===== src/rtl/fetch_stage.sv =====
// Instruction-fetch stage and IF/ID pipeline register.
// The PC drives the asynchronous-read instruction memory directly.
// The word that comes back is latched with its PC into IF/ID for decode.
// Redirect priority, highest first:
//   reset, then execute branch, then stall, then decode jump, then sequential fetch.
module fetch_stage #(
  parameter logic [15:0] RESET_PC  = 16'h0000,
  parameter logic [15:0] NOP_INSTR = 16'h0000
) (
  input  logic        clk,
  input  logic        rst,
  input  logic        stall,
  input  logic        br_taken,
  input  logic [15:0] br_target,
  input  logic        jmp_valid,
  input  logic [15:0] jmp_target,
  output logic [15:0] imem_addr,
  input  logic [15:0] imem_data,
  output logic [15:0] instruction,
  output logic [15:0] currentPC,
  output logic [15:0] next_pc,
  output logic        if_valid,
  output logic [15:0] fetch_count
);

  logic [15:0] pc;
  logic [15:0] pc_inc;

  // Sequential successor; 16-bit arithmetic wraps 16'hFFFF to 16'h0000
  assign pc_inc    = pc + 16'h0001;
  assign imem_addr = pc;

  // PC and IF/ID update.
  // A bubble leaves currentPC and next_pc untouched, so only the valid flag marks it.
  always_ff @(posedge clk) begin
    if (rst) begin
      pc          <= RESET_PC;
      instruction <= NOP_INSTR;
      currentPC   <= 16'h0000;
      next_pc     <= 16'h0000;
      if_valid    <= 1'b0;
      fetch_count <= 16'h0000;
    end else if (br_taken) begin
      // The branch is older than anything being stalled or jumped in decode
      pc          <= br_target;
      instruction <= NOP_INSTR;
      if_valid    <= 1'b0;
    end else if (stall) begin
      // Hold everything; decode re-asserts any pending jump after the stall clears
      pc          <= pc;
    end else if (jmp_valid) begin
      // Squash the word fetched this cycle: one-cycle jump penalty
      pc          <= jmp_target;
      instruction <= NOP_INSTR;
      if_valid    <= 1'b0;
    end else begin
      pc          <= pc_inc;
      instruction <= imem_data;
      currentPC   <= pc;
      next_pc     <= pc_inc;
      if_valid    <= 1'b1;
      if (fetch_count != 16'hFFFF) begin
        fetch_count <= fetch_count + 16'h0001;
      end
    end
  end

endmodule


===== config.mk =====
export PLATFORM = sky130hd
export DESIGN_NAME = fetch_stage
export DESIGN_NICKNAME = d
export VERILOG_FILES = /design/src/rtl/fetch_stage.sv
export SDC_FILE = /design/constraint.sdc
export NUM_CORES = 1
export LEC_CHECK = 0
export ABC_AREA = 1
export BUFFER_PORTS_ARGS = -buffer_cell sky130_fd_sc_hd__buf_4
export CAP_MARGIN = 30
export CORE_AREA = 5 5 124 138
export CTS_CLUSTER_SIZE = 25
export DETAILED_ROUTE_END_ITERATION = 8
export DIE_AREA = 0 0 129 143
export MAX_ROUTING_LAYER = met4
export PLACE_DENSITY_LB_ADDON = 0.08
export SETUP_SLACK_MARGIN = 0.15
export SYNTH_ARGS = -nofsm -noshare
export SYNTH_HDL_FRONTEND = slang
export SYNTH_SLANG_ARGS = --single-unit

===== constraint.sdc =====
create_clock -name clk -period 1.7 [get_ports clk]
set_input_delay 0.255 -clock clk [delete_from_list [all_inputs] [get_ports clk]]
set_output_delay 0.255 -clock clk [all_outputs]
set_load 0.005 [all_outputs]

==> results of run 1 <==
==> final cells by class <==
cell class,instances,area share [%]
Tap cell,200,4.38
Multi-Input combinational cell,378,35.2
Timing Repair inverter,1,0.131
Clock inverter,5,0.569
Inverter,59,4.00
Timing Repair Buffer,172,23.2
Sequential cell,81,28.4
Clock buffer,11,4.07
==> report_power, final <==
group | switching [W] | internal (W) | leakage, nW
Combinational | 0.000321 | 0.000296 | 1.81
Clock | 0.000817 | 0.000986 | 0.122
Sequential | 0.0000587 | 0.00197 | 0.662
==> what timing repair did <==
action,in CTS,in global routing
hold buffers,0,0
pin swaps,2,13
endpoints found under the setup margin,26,36
gates cloned,2,0
hold endpoints to repair,0,0
gates resized for setup,7,54
buffers inserted,6,3
==> flip-flops by register name (all words and copies together), names as in the netlist <==
signal	count
currentPC	16
fetch_count	16
if_valid	1
imem_addr	16
instruction	16
next_pc	16
==> critical path: stages, from the launching register on <==
cell and delay (ns):
sky130_fd_sc_hd__dfxtp_2 0.35, sky130_fd_sc_hd__ha_4 0.15, sky130_fd_sc_hd__nand2_4 0.06, sky130_fd_sc_hd__nor3_4 0.20
sky130_fd_sc_hd__nand2_2 0.10, sky130_fd_sc_hd__nor2_4 0.15, sky130_fd_sc_hd__nor2_4 0.07, sky130_fd_sc_hd__buf_6 0.14
sky130_fd_sc_hd__inv_8 0.07, sky130_fd_sc_hd__nand2_1 0.05, sky130_fd_sc_hd__a21oi_1 0.12
==> cells in the mapped netlist <==
cell type                  number  area [sq um]
sky130_fd_sc_hd__nand2_1      134           503
sky130_fd_sc_hd__dfxtp_1       81          1620
sky130_fd_sc_hd__nor2_1        60           225
sky130_fd_sc_hd__a21oi_1       58           290
sky130_fd_sc_hd__inv_1         56           210
sky130_fd_sc_hd__o21ai_0       42           210
sky130_fd_sc_hd__nand3_1       24           120
sky130_fd_sc_hd__xor2_1        13           114
sky130_fd_sc_hd__clkbuf_1      12          45.0
sky130_fd_sc_hd__o211ai_1      11          82.6
sky130_fd_sc_hd__nor3_1         9          45.0
sky130_fd_sc_hd__a31oi_1        6          37.5
sky130_fd_sc_hd__buf_2          5          25.0
sky130_fd_sc_hd__buf_1          4          15.0
sky130_fd_sc_hd__buf_6          3          33.8
sky130_fd_sc_hd__inv_2          3          11.3
sky130_fd_sc_hd__nand4_1        3          18.8
sky130_fd_sc_hd__a21oi_2        2          17.5
sky130_fd_sc_hd__a221oi_1       2          17.5
sky130_fd_sc_hd__ha_1           2          25.0
sky130_fd_sc_hd__nand2_2        2          12.5
sky130_fd_sc_hd__nor2_4         2          22.5
sky130_fd_sc_hd__nor2_8         2          40.0
sky130_fd_sc_hd__xnor2_1        2          17.5
sky130_fd_sc_hd__buf_4          1          7.51
sky130_fd_sc_hd__nand3_2        1          10.0
sky130_fd_sc_hd__nor2_2         1          6.26
sky130_fd_sc_hd__nor3_2         1          10.0
==> cells by family after synthesis <==
logic type      count (synthesis)  synth area share [%]
flops                          81                  42.7
buf+inv                        84                  9.17
compound gates                121                  17.3
simple gates                  239                  26.7
xor+xnor                       15                  3.46
fa+ha+maj                       2                 0.659
==> per-stage QoR <==
stage | instances | hold WS (ns)
finish | 907 | 0.163
global route | 907 | 0.161
CTS | 904 | 0.146
detailed placement | 880 | 0.456
global placement | 880 | 0.453
floorplan | 542 | 0.399
==> worst min path at each step <==
stage	startpoint	to	slack, ns	depth (start not counted)
after global routing	imem_data[2]	instruction[2]	0.16	3
final	imem_data[0]	instruction[0]	0.16	3
after detailed placement	instruction[12]	instruction[12]	0.46	2
after global placement	instruction[15]	instruction[15]	0.45	2
after CTS	imem_data[0]	instruction[0]	0.15	3
after floorplan	imem_data[0]	instruction[0]	0.40	2
==> routing by layer <==
| metal | routed length (um) | vias to the layer above | part of all wire, % | GRT usage [%] |
|---|---|---|---|---|
| met5 | 0 | - | 0 | - |
| met4 | 202 | 0 | 1.4 | 5.47 |
| met3 | 670 | 12 | 4.8 | 2.58 |
| met2 | 6840 | 101 | 49 | 25.7 |
| met1 | 6260 | 1929 | 45 | 19.6 |
| li1 | - | 2069 | - | - |
==> layout by cell type (no fill, tap or decap), drive strengths merged <==
master	count
xnor2	2
nor3	10
ha	2
clkbuf	11
buf	172
dfxtp	81
nand3	25
a21oi	60
clkinv	2
clkinvlp	4
inv	59
xor2	13
o211ai	11
nand2	136
nor2	66
nand4	3
a221oi	2
a31oi	6
o21ai	42
==> qor.tcl, run 1 <==
set qor(status) {finished clean}
set qor(final-max-slew-violation-count) 0
set qor(ys.warnings.count) 0
set qor(design.portCount) 134
set qor(avgRoutedWirePerCell_um) 15.4
set qor(reg2reg_depth) 10
set qor(nets) 757
set qor(finClkSkew_ns) 0.00839
set qor(die_area_sq_um) 18400
set qor(synthesis.nets) 597
set qor(final_report_hold_violation_count) 0
set qor(htreeDepth) 3
set qor(final_cell_area_sq_um) 5720
set qor(core_region_area_sq_um) 15500
set qor(remaining_drc_errors) 0
set qor(seq_area_sq_um) 1630
set qor(wire_length_of_the_first_global_routing_pass_mm) 21.7
set qor(cts.reportedPaths.clkPinSlew_ns) 0.06
set qor(ys_ff_latch) 81
set qor(timing_worst_setup_path_type) {flop to flop}
set qor(via_per_inst) 4.53
set qor(maxSlewHeadroom_pct) 73.2
set qor(fin_tns_setup_ns) 0
set qor(numClockSinks) 81
set qor(floorplan.initialDensity_pct) 24.5
set qor(ant_nets) 0
set qor(syn_inst) 542
set qor(crit_path_start_kind) {flop}
set qor(power.static_leakage_nw) 2.59
set qor(insertion_delay_ns) 0.34
set qor(final_period_minus_worst_setup_slack_ns) 1.53
set qor(cts-root-to-sink-buffers) 2
set qor(hpwl_reported_at_the_end_of_detailed_placement_mm) 10.2
set qor(antenna-diode-count) 0
set qor(regToRegStartpoint) {fetch_count[1]}
set qor(globalplace.congestion) 0.818
set qor(rows) 48
set qor(die_x_um) 129
set qor(cts_buffers) 9
set qor(cellPowerDensity_nw_per_um2) 778
set qor(tritoncts) {done}
set qor(fillCellCount) 1673
set qor(fraction_of_layout_instances_using_a_drive_strength_above_1_pct) 34.4
set qor(yosysSeqAreaShare_pct) 42.7
set qor(hold_path.class) {primary input to flop}
set qor(final-setup-viol-count) 0
set qor(regToRegEndpoint) {fetch_count[14]}
set qor(routed-via-count) 4111
set qor(placedInstanceArea_sq_um) 5170
set qor(multi_input_comb_area_sq_um) 2010
set qor(synthesis.area_per_instance_sq_um) 7.00
set qor(timing.final.crit_share_pct) 89.9
set qor(layout-area-overhead-vs-synth_pct) 50.7
set qor(crit_start) {fetch_count[1]}
set qor(final_worst_slack_ns) 0.171
set qor(dp_slack_ns) -0.0413
set qor(ir_worst_vdd_mv) 0.369
set qor(syn-cell-area_sq_um) 3790
set qor(rsz0062_at_grt) {true}
set qor(timing.critical_path.to) {fetch_count[14]}
set qor(endpoint_kind) {flop}
set qor(globalRoute.totalOverflow) 0
set qor(detailedRoute.firstIterationViolations) 179
set qor(grt_pass1_vias) 4113
set qor(clk_root_buffer_cell) {sky130_fd_sc_hd__clkbuf_16}
set qor(floorplan.die.height_um) 143
set qor(synth.lib_cells_used.distinct) 28
set qor(cp_max_fo) 5
set qor(worst_ep_required_time_ns) 1.97
set qor(utilization_pct) 36.9
set qor(drt_pass1_iterations) 4
set qor(max_cap_violations) 0
set qor(grt_max_degree) 54
set qor(timing_worst_slew_pin_value_ns) 0.402
set qor(p_total_w) 0.00445
set qor(grt_usage_pct) 15.7
set qor(reg2reg_slack_ns) 0.17
set qor(routed_wl_mm) 14.0
set qor(cp_data_arrival_time_ns) 1.80
set qor(io_port_bufs) 133
set qor(fmaxAchievable_mhz) 654
set qor(antenna_found_initial) 0
Note: power is estimated with default switching activity, not from simulation.
==> inputs of run 2 (changes only) <==
--- a/config.mk
+++ b/config.mk
@@ -8,10 +8,10 @@
 export ABC_AREA = 1
 export BUFFER_PORTS_ARGS = -buffer_cell sky130_fd_sc_hd__buf_4
 export CAP_MARGIN = 30
-export CORE_AREA = 5 5 124 138
+export CORE_AREA = 5 5 181 96
 export CTS_CLUSTER_SIZE = 25
 export DETAILED_ROUTE_END_ITERATION = 8
-export DIE_AREA = 0 0 129 143
+export DIE_AREA = 0 0 186 101
 export MAX_ROUTING_LAYER = met4
 export PLACE_DENSITY_LB_ADDON = 0.08
 export SETUP_SLACK_MARGIN = 0.15
==> run 2 against run 1 <==
  * Sequential power about the same
  * Die area grew 1.8%
  * Flip-flop and latch count unchanged
  * Cell area decreased by 0.11%
  * Cell count is 0.66% higher
  * Non-clock buffer count is 4 lower
  * Critical endpoint is now fetch_count[8]
  * Largest power group is now clock
==> qor.tcl, run 2 (same netlist as run 1, synthesis figures left out) <==
set qor(status) {finished clean}
set qor(finClkSkew_ns) 0.0105
set qor(design.portCount) 134
set qor(io_port_bufs) 133
set qor(via_per_inst) 4.50
set qor(p_total_w) 0.00475
set qor(final-max-slew-violation-count) 0
set qor(wire_length_of_the_first_global_routing_pass_mm) 22.3
set qor(layout_commonest_cell) {sky130_fd_sc_hd__buf_4}
set qor(grt_max_degree) 31
set qor(fraction_of_layout_instances_using_a_drive_strength_above_1_pct) 33.1
set qor(rsz0062_at_grt) {true}
set qor(seq_area_sq_um) 1640
set qor(ant_nets) 0
set qor(final_report_hold_violation_count) 0
set qor(worst_ep_required_time_ns) 1.90
set qor(drt_pass1_iterations) 5
set qor(ir_worst_vdd_mv) 0.375
set qor(cts-hold-fix-buffers) 0
set qor(placedInstanceArea_sq_um) 5180
set qor(cts.reportedPaths.clkPinSlew_ns) 0.07
set qor(nets) 754
set qor(grt.met1_usage_pct) 24.1
set qor(routed-via-count) 4105
set qor(insertion_delay_ns) 0.34
set qor(floorplan.initialDensity_pct) 24.1
set qor(core_region_area_sq_um) 15800
set qor(endpoint_kind) {flop}
set qor(remaining_drc_errors) 0
set qor(fmaxAchievable_mhz) 653
set qor(avgRoutedWirePerCell_um) 16.1
set qor(top_usage_layer) {met1}
set qor(detailedRoute.firstIterationViolations) 256
set qor(final-setup-viol-count) 0
set qor(routed_wl_mm) 14.7
set qor(fin_tns_setup_ns) 0
set qor(max_cap_violations) 0
set qor(final_period_minus_worst_setup_slack_ns) 1.53
set qor(maxSlewHeadroom_pct) 59.7
set qor(rows) 33
set qor(clk_root_buffer_cell) {sky130_fd_sc_hd__clkbuf_16}
set qor(grt.met2_usage_pct) 20.4
set qor(hpwl_reported_at_the_end_of_detailed_placement_mm) 11.1
set qor(antenna_found_initial) 0
set qor(layout.cells.most_common_list) {sky130_fd_sc_hd__buf_4, sky130_fd_sc_hd__nand2_1, sky130_fd_sc_hd__dfxtp_1, sky130_fd_sc_hd__inv_1, sky130_fd_sc_hd__a21oi_1}
set qor(fillCellCount) 1720
set qor(globalRouteMet3Util_pct) 5.59
set qor(die_area_sq_um) 18800
set qor(power.static_leakage_nw) 2.59
set qor(layout-area-overhead-vs-synth_pct) 50.5
set qor(antenna-diode-count) 0
set qor(globalplace.congestion) 0.824
set qor(grt_usage_pct) 16.0
set qor(multi_input_comb_area_sq_um) 2000
set qor(tritoncts) {done}
set qor(final_cell_area_sq_um) 5710
set qor(numClockSinks) 81
set qor(hold_path.class) {primary input to flop}
set qor(cts_buffers) 9
set qor(cellPowerDensity_nw_per_um2) 831
set qor(cts-root-to-sink-buffers) 2
set qor(cp_data_arrival_time_ns) 1.73
set qor(cp_max_fo) 7
set qor(grt_pass1_vias) 3946
set qor(htreeDepth) 3
set qor(globalRoute.totalOverflow) 0
set qor(die_x_um) 186
set qor(timing_worst_slew_pin_value_ns) 0.603
set qor(timing.final.crit_share_pct) 90.1
set qor(crit_path_start_kind) {flop}
set qor(floorplan.die.height_um) 101
set qor(timing_worst_setup_path_type) {flop to flop}
## run 2: changes by cell type in the layout (fill, tap and decap cells not counted), sizes merged
cell	delta
nor2	+1
bufinv	+2
clkinvlp	-2
buf	-4
clkbuf	-1
## run 2: critical path, cell delays in order, from the launching register on
cell,delay (ns)
sky130_fd_sc_hd__dfxtp_4,0.35
sky130_fd_sc_hd__ha_4,0.16
sky130_fd_sc_hd__nand2_4,0.07
sky130_fd_sc_hd__nor3_4,0.05
sky130_fd_sc_hd__nand2_2,0.09
sky130_fd_sc_hd__nor2_4,0.06
sky130_fd_sc_hd__nor2_4,0.26
sky130_fd_sc_hd__clkinvlp_4,0.22
sky130_fd_sc_hd__nand2_1,0.10
sky130_fd_sc_hd__a21oi_1,0.06
## run 2: worst paths after layout
| check | startpoint | endpoint | slack, ns | cells after the start |
|---|---|---|---|---|
| worst max-delay path | fetch_count[0] | fetch_count[8] | 0.17 | 9 |
| worst min-delay path | imem_data[13] | instruction[13] | 0.17 | 3 |
| worst max register to register | fetch_count[0] | fetch_count[8] | 0.17 | 9 |
| worst min register to register | instruction[11] | instruction[11] | 0.47 | 2 |
## run 2: layout make-up
class | instances | share of cell area [%]
Multi-Input combinational cell | 379 | 34.9
Clock buffer | 10 | 4.01
Sequential cell | 81 | 28.7
Timing Repair Buffer | 168 | 22.3
Clock inverter | 5 | 1.42
Timing Repair inverter | 1 | 0.131
Inverter | 59 | 3.92
Tap cell | 210 | 4.60
## run 2: what timing repair did
| action | CTS | global route |
|---|---|---|
| pin swaps | 7 | 10 |
| setup endpoints to repair | 23 | 38 |
| cloned | 3 | 0 |
| gates resized for setup | 15 | 37 |
| buffers inserted | 4 | 0 |
## run 2: through the flow
stage          util, %  setup WS (ns)  std cells  hold WS (ns)
3_5_place_dp      32.8         -0.176        891         0.456
2_1_floorplan        -          0.161        542         0.399
3_3_place_gp      32.8         -0.126        891         0.454
4_1_cts           35.5          0.120        913         0.156
5_1_grt           36.2         0.0812        913         0.160
6_report          36.2          0.168        913         0.167
## run 2: metal layers
metal	up-vias	routed length, um
li1	2062	-
met1	1876	7830
met2	162	5400
met3	5	1440
met4	0	55
met5	-	0
## run 2: report_power, final
| part | total, W | switching, W | internal [W] |
|---|---|---|---|
| clock | 0.00209 | 0.000807 | 0.00128 |
| sequential | 0.00203 | 0.0000614 | 0.00197 |
| combinational | 0.000626 | 0.000332 | 0.000294 |
| total | 0.00475 | 0.00120 | 0.00355 |
==> inputs of run 3 (changes only) <==
--- a/config.mk
+++ b/config.mk
@@ -5,13 +5,13 @@
 export SDC_FILE = /design/constraint.sdc
 export NUM_CORES = 1
 export LEC_CHECK = 0
-export ABC_AREA = 1
+export ABC_AREA = 0
 export BUFFER_PORTS_ARGS = -buffer_cell sky130_fd_sc_hd__buf_4
 export CAP_MARGIN = 30
-export CORE_AREA = 5 5 181 96
+export CORE_AREA = 5 5 180 95
 export CTS_CLUSTER_SIZE = 25
 export DETAILED_ROUTE_END_ITERATION = 8
-export DIE_AREA = 0 0 186 101
+export DIE_AREA = 0 0 185 100
 export MAX_ROUTING_LAYER = met4
 export PLACE_DENSITY_LB_ADDON = 0.08
 export SETUP_SLACK_MARGIN = 0.15
==> run 3 against run 2 <==
  * Count of clock-buffer cells in the layout up 3
  * Synthesized cell count fell by 16%
  * Fmax shrank 5.0%
  * Wire length down 6.9%
  * Critical path depth decreased by 5
  * Area after synthesis shrank 0.49%
  * First-iteration DRC count is 20% lower
  * Cell count shrank 9.7%
  * Worst hold slack worse by 0.028 ns
  * Clock power hardly changed
  * Cell area up 1.9%
  * Global-route usage fell by 1.1 points
  * Critical endpoint is now fetch_count[4]
  * Largest cell class unchanged
==> qor.tcl, run 3 <==
set qor(fin_worst_hold_slack_ns) 0.139
set qor(fraction_of_power_consumed_by_sequential_logic_pct) 42.5
set qor(hold-path-cell-count) 3
set qor(hpwl_reported_at_the_end_of_detailed_placement_mm) 9.94
set qor(power.net_switching_w) 0.00116
set qor(hold_path.class) {primary input to flop}
set qor(yosys.area.top_type_share_pct) 42.9
set qor(layout.cells.most_common_list) {sky130_fd_sc_hd__buf_4, sky130_fd_sc_hd__dfxtp_1, sky130_fd_sc_hd__nand2_1, sky130_fd_sc_hd__nor2_1, sky130_fd_sc_hd__a21oi_1}
set qor(power_switching_share_pct) 24.4
set qor(nets) 670
set qor(cp.buffers_inverters) 0
set qor(p_int_w) 0.00358
set qor(final_period_minus_worst_setup_slack_ns) 1.61
set qor(synth_async_sr_flop_share_pct) 0
set qor(pwr-share-comb_pct) 13.0
set qor(routed-via-count) 3961
set qor(regToRegStartpoint) {fetch_count[1]}
set qor(routed_wl_mm) 13.7
set qor(final-max-slew-violation-count) 0
set qor(globalplace.congestion) 0.749
set qor(post-synth-top-count-cell) {sky130_fd_sc_hd__dfxtp_1}
set qor(layout_commonest_cell) {sky130_fd_sc_hd__buf_4}
set qor(timing.critical_path.max_delay_family) {simple AND/OR/NAND/NOR gates}
set qor(syn-cell-area_sq_um) 3780
set qor(floorplan.die.height_um) 100
set qor(cp_data_arrival_time_ns) 1.84
set qor(fillCellCount) 1585
set qor(timing_worst_slew_pin_value_ns) 0.636
set qor(floorplan.initialDensity_pct) 24.8
set qor(numClockSinks) 81
set qor(cts-root-to-sink-buffers) 2
set qor(fraction_of_layout_instances_using_a_drive_strength_above_1_pct) 41.8
set qor(max_stage_delay_ns) 0.50
set qor(regToRegEndpoint) {fetch_count[4]}
set qor(synth.area.top_cells) {sky130_fd_sc_hd__dfxtp_1, sky130_fd_sc_hd__a21oi_1, sky130_fd_sc_hd__nand2_1, sky130_fd_sc_hd__nor2_1, sky130_fd_sc_hd__a22oi_1}
set qor(reg2reg_depth) 4
set qor(final-setup-viol-count) 0
set qor(grt_usage_pct) 14.9
set qor(maxSlewHeadroom_pct) 57.5
set qor(timing.final.crit_share_pct) 94.8
set qor(wire_length_of_the_first_global_routing_pass_mm) 21.0
set qor(cts.reportedPaths.clkPinSlew_ns) 0.07
set qor(tritoncts) {done}
set qor(io_port_bufs) 133
set qor(synth-main-ff-cell) {sky130_fd_sc_hd__dfxtp_1}
set qor(path_cells) {ha_4 > or4b_4 > a211oi_2 > mux2_4}
set qor(fin_tns_setup_ns) 0
set qor(ant_nets) 0
set qor(syn_inst) 453
set qor(worst_ep_required_time_ns) 1.93
set qor(crit_path_start_kind) {flop}
set qor(multi_input_comb_area_sq_um) 2110
set qor(avgRoutedWirePerCell_um) 16.6
set qor(slowest_stage) {sky130_fd_sc_hd__or4b_4}
set qor(layout-area-overhead-vs-synth_pct) 54.2
set qor(rsz0062_at_grt) {true}
set qor(ys.warnings.count) 0
set qor(synth-edff-count) 0
set qor(synthDominantAreaCellType) {sky130_fd_sc_hd__dfxtp_1}
set qor(dp_slack_ns) 0.0132
set qor(cellPowerDensity_nw_per_um2) 815
set qor(drt_pass1_iterations) 4
set qor(final_worst_slack_ns) 0.0881
set qor(timing_worst_setup_path_type) {flop to flop}
set qor(yosysSeqAreaShare_pct) 42.9
set qor(insertion_delay_ns) 0.34
set qor(synthesis.nets) 508
set qor(most_frequent_cells_after_synthesis) {sky130_fd_sc_hd__dfxtp_1, sky130_fd_sc_hd__nand2_1, sky130_fd_sc_hd__a21oi_1}
set qor(ys_ff_latch) 81
set qor(antenna-diode-count) 0
set qor(antenna_found_initial) 0
set qor(timing.hold.worst_endpoint) {instruction[0]}
set qor(rows) 32
set qor(fmaxAchievable_mhz) 620
set qor(endpoint_kind) {flop}
set qor(synth.lib_cells_used.distinct) 57
set qor(design.portCount) 134
set qor(grt_max_degree) 64
set qor(remaining_drc_errors) 0
set qor(die_area_sq_um) 18500
set qor(die_x_um) 185
set qor(p_clk_share_pct) 44.6
set qor(status) {finished clean}
set qor(htreeDepth) 3
set qor(seq_area_sq_um) 1650
set qor(globalRoute.totalOverflow) 0
set qor(detailedRoute.firstIterationViolations) 205
set qor(final_report_hold_violation_count) 0
set qor(cp_max_fo) 5
set qor(via_per_inst) 4.81
set qor(cts_buffers) 9
set qor(max_cap_violations) 0
set qor(reg2reg_slack_ns) 0.09
set qor(core_region_area_sq_um) 15200
set qor(clk_root_buffer_cell) {sky130_fd_sc_hd__clkbuf_16}
set qor(grt_pass1_vias) 3932
set qor(hold_path.startpoint) {imem_data[0]}
set qor(ir_worst_vdd_mv) 0.458
set qor(synthesis.area_per_instance_sq_um) 8.34
set qor(finClkSkew_ns) 0.0112
set qor(power.static_leakage_nw) 2.41
run 3: cell types whose count changed after synthesis, moves of 11 or more:
cell,previous run,this run
sky130_fd_sc_hd__a22oi_1,0,17
sky130_fd_sc_hd__inv_1,56,5
sky130_fd_sc_hd__nand2_1,134,52
sky130_fd_sc_hd__nand3_1,24,13
sky130_fd_sc_hd__nor2_1,60,44
sky130_fd_sc_hd__nor2b_1,0,11
sky130_fd_sc_hd__o21ai_0,42,17
run 3: cells by family (layout without fill, tap and decap cells):
family / after synthesis / after routing / share of synthesized area (%)
and+or+nand+nor: 177 / 178 / 23.6
AOI/OAI and AO/OA: 126 / 126 / 21.9
DFF: 81 / 81 / 42.9
buffers and inverters: 46 / 212 / 5.30
muxes: 13 / 13 / 3.74
xor gates and xnor gates: 8 / 8 / 1.86
adders and majority gates: 2 / 2 / 0.663
run 3: final cells by class:
class                      count  share of cell area [%]
clock inverter                 3                   0.774
multi-input combinational    327                    36.2
clock buffer                  13                    4.83
inverter                       7                   0.451
timing repair buffer         189                    25.0
tap                          204                    4.38
sequential                    81                    28.3
run 3: repair_timing:
action	in CTS	in global routing
cloned	0	1
setup buffers	2	5
pin swaps	1	9
endpoints found under the setup margin	13	29
hold buffers	0	0
resized for setup	9	33
run 3: how the worst max path moves through the flow:
stage	from	end	slack, ns	depth (start not counted)
6_report	fetch_count[1]	fetch_count[4]	0.09	4
2_1_floorplan	stall	imem_addr[14]	0.1	6
3_3_place_gp	fetch_count[1]	fetch_count[4]	0.06	4
5_1_grt	fetch_count[1]	fetch_count[4]	0.05	4
3_5_place_dp	stall	fetch_count[8]	0.01	5
4_1_cts	fetch_count[1]	fetch_count[4]	0.07	4
run 3: worst min-delay path, cell delays in order:
cell	delay [ns]
sky130_fd_sc_hd__buf_4	0.08
sky130_fd_sc_hd__a22oi_1	0.05
sky130_fd_sc_hd__nor2_1	0.07
run 3: per-stage QoR:
step / utilization (%) / cell area (sq um) / std cells / power [W]
2_1_floorplan: - / 3860 / 453 / 0.00233
3_3_place_gp: 35.1 / 5330 / 800 / 0.00267
3_5_place_dp: 35.1 / 5330 / 800 / 0.00267
4_1_cts: 37.5 / 5700 / 818 / 0.00482
5_1_grt: 38.3 / 5820 / 824 / 0.00496
6_report: 38.3 / 5820 / 824 / 0.00474
run 3: power groups by stage:
| stage | clock network [W] | registers [W] | logic [W] |
|---|---|---|---|
| 6_report | 0.00211 | 0.00201 | 0.000615 |
| 5_1_grt | 0.00226 | 0.00202 | 0.000680 |
| 4_1_cts | 0.00218 | 0.00201 | 0.000621 |
| 3_5_place_dp | 0 | 0.00206 | 0.000615 |
| 3_3_place_gp | 0 | 0.00206 | 0.000615 |
| 2_1_floorplan | 0 | 0.00206 | 0.000268 |
run 3: per-layer routing:
layer  part of all wire (%)  routed length, um  global-route usage (%)
met2                     47               6510                    23.9
met5                      0                  0                       -
met1                     45               6190                    18.6
met3                    6.8                937                    4.89
met4                   0.51                 70                    2.71
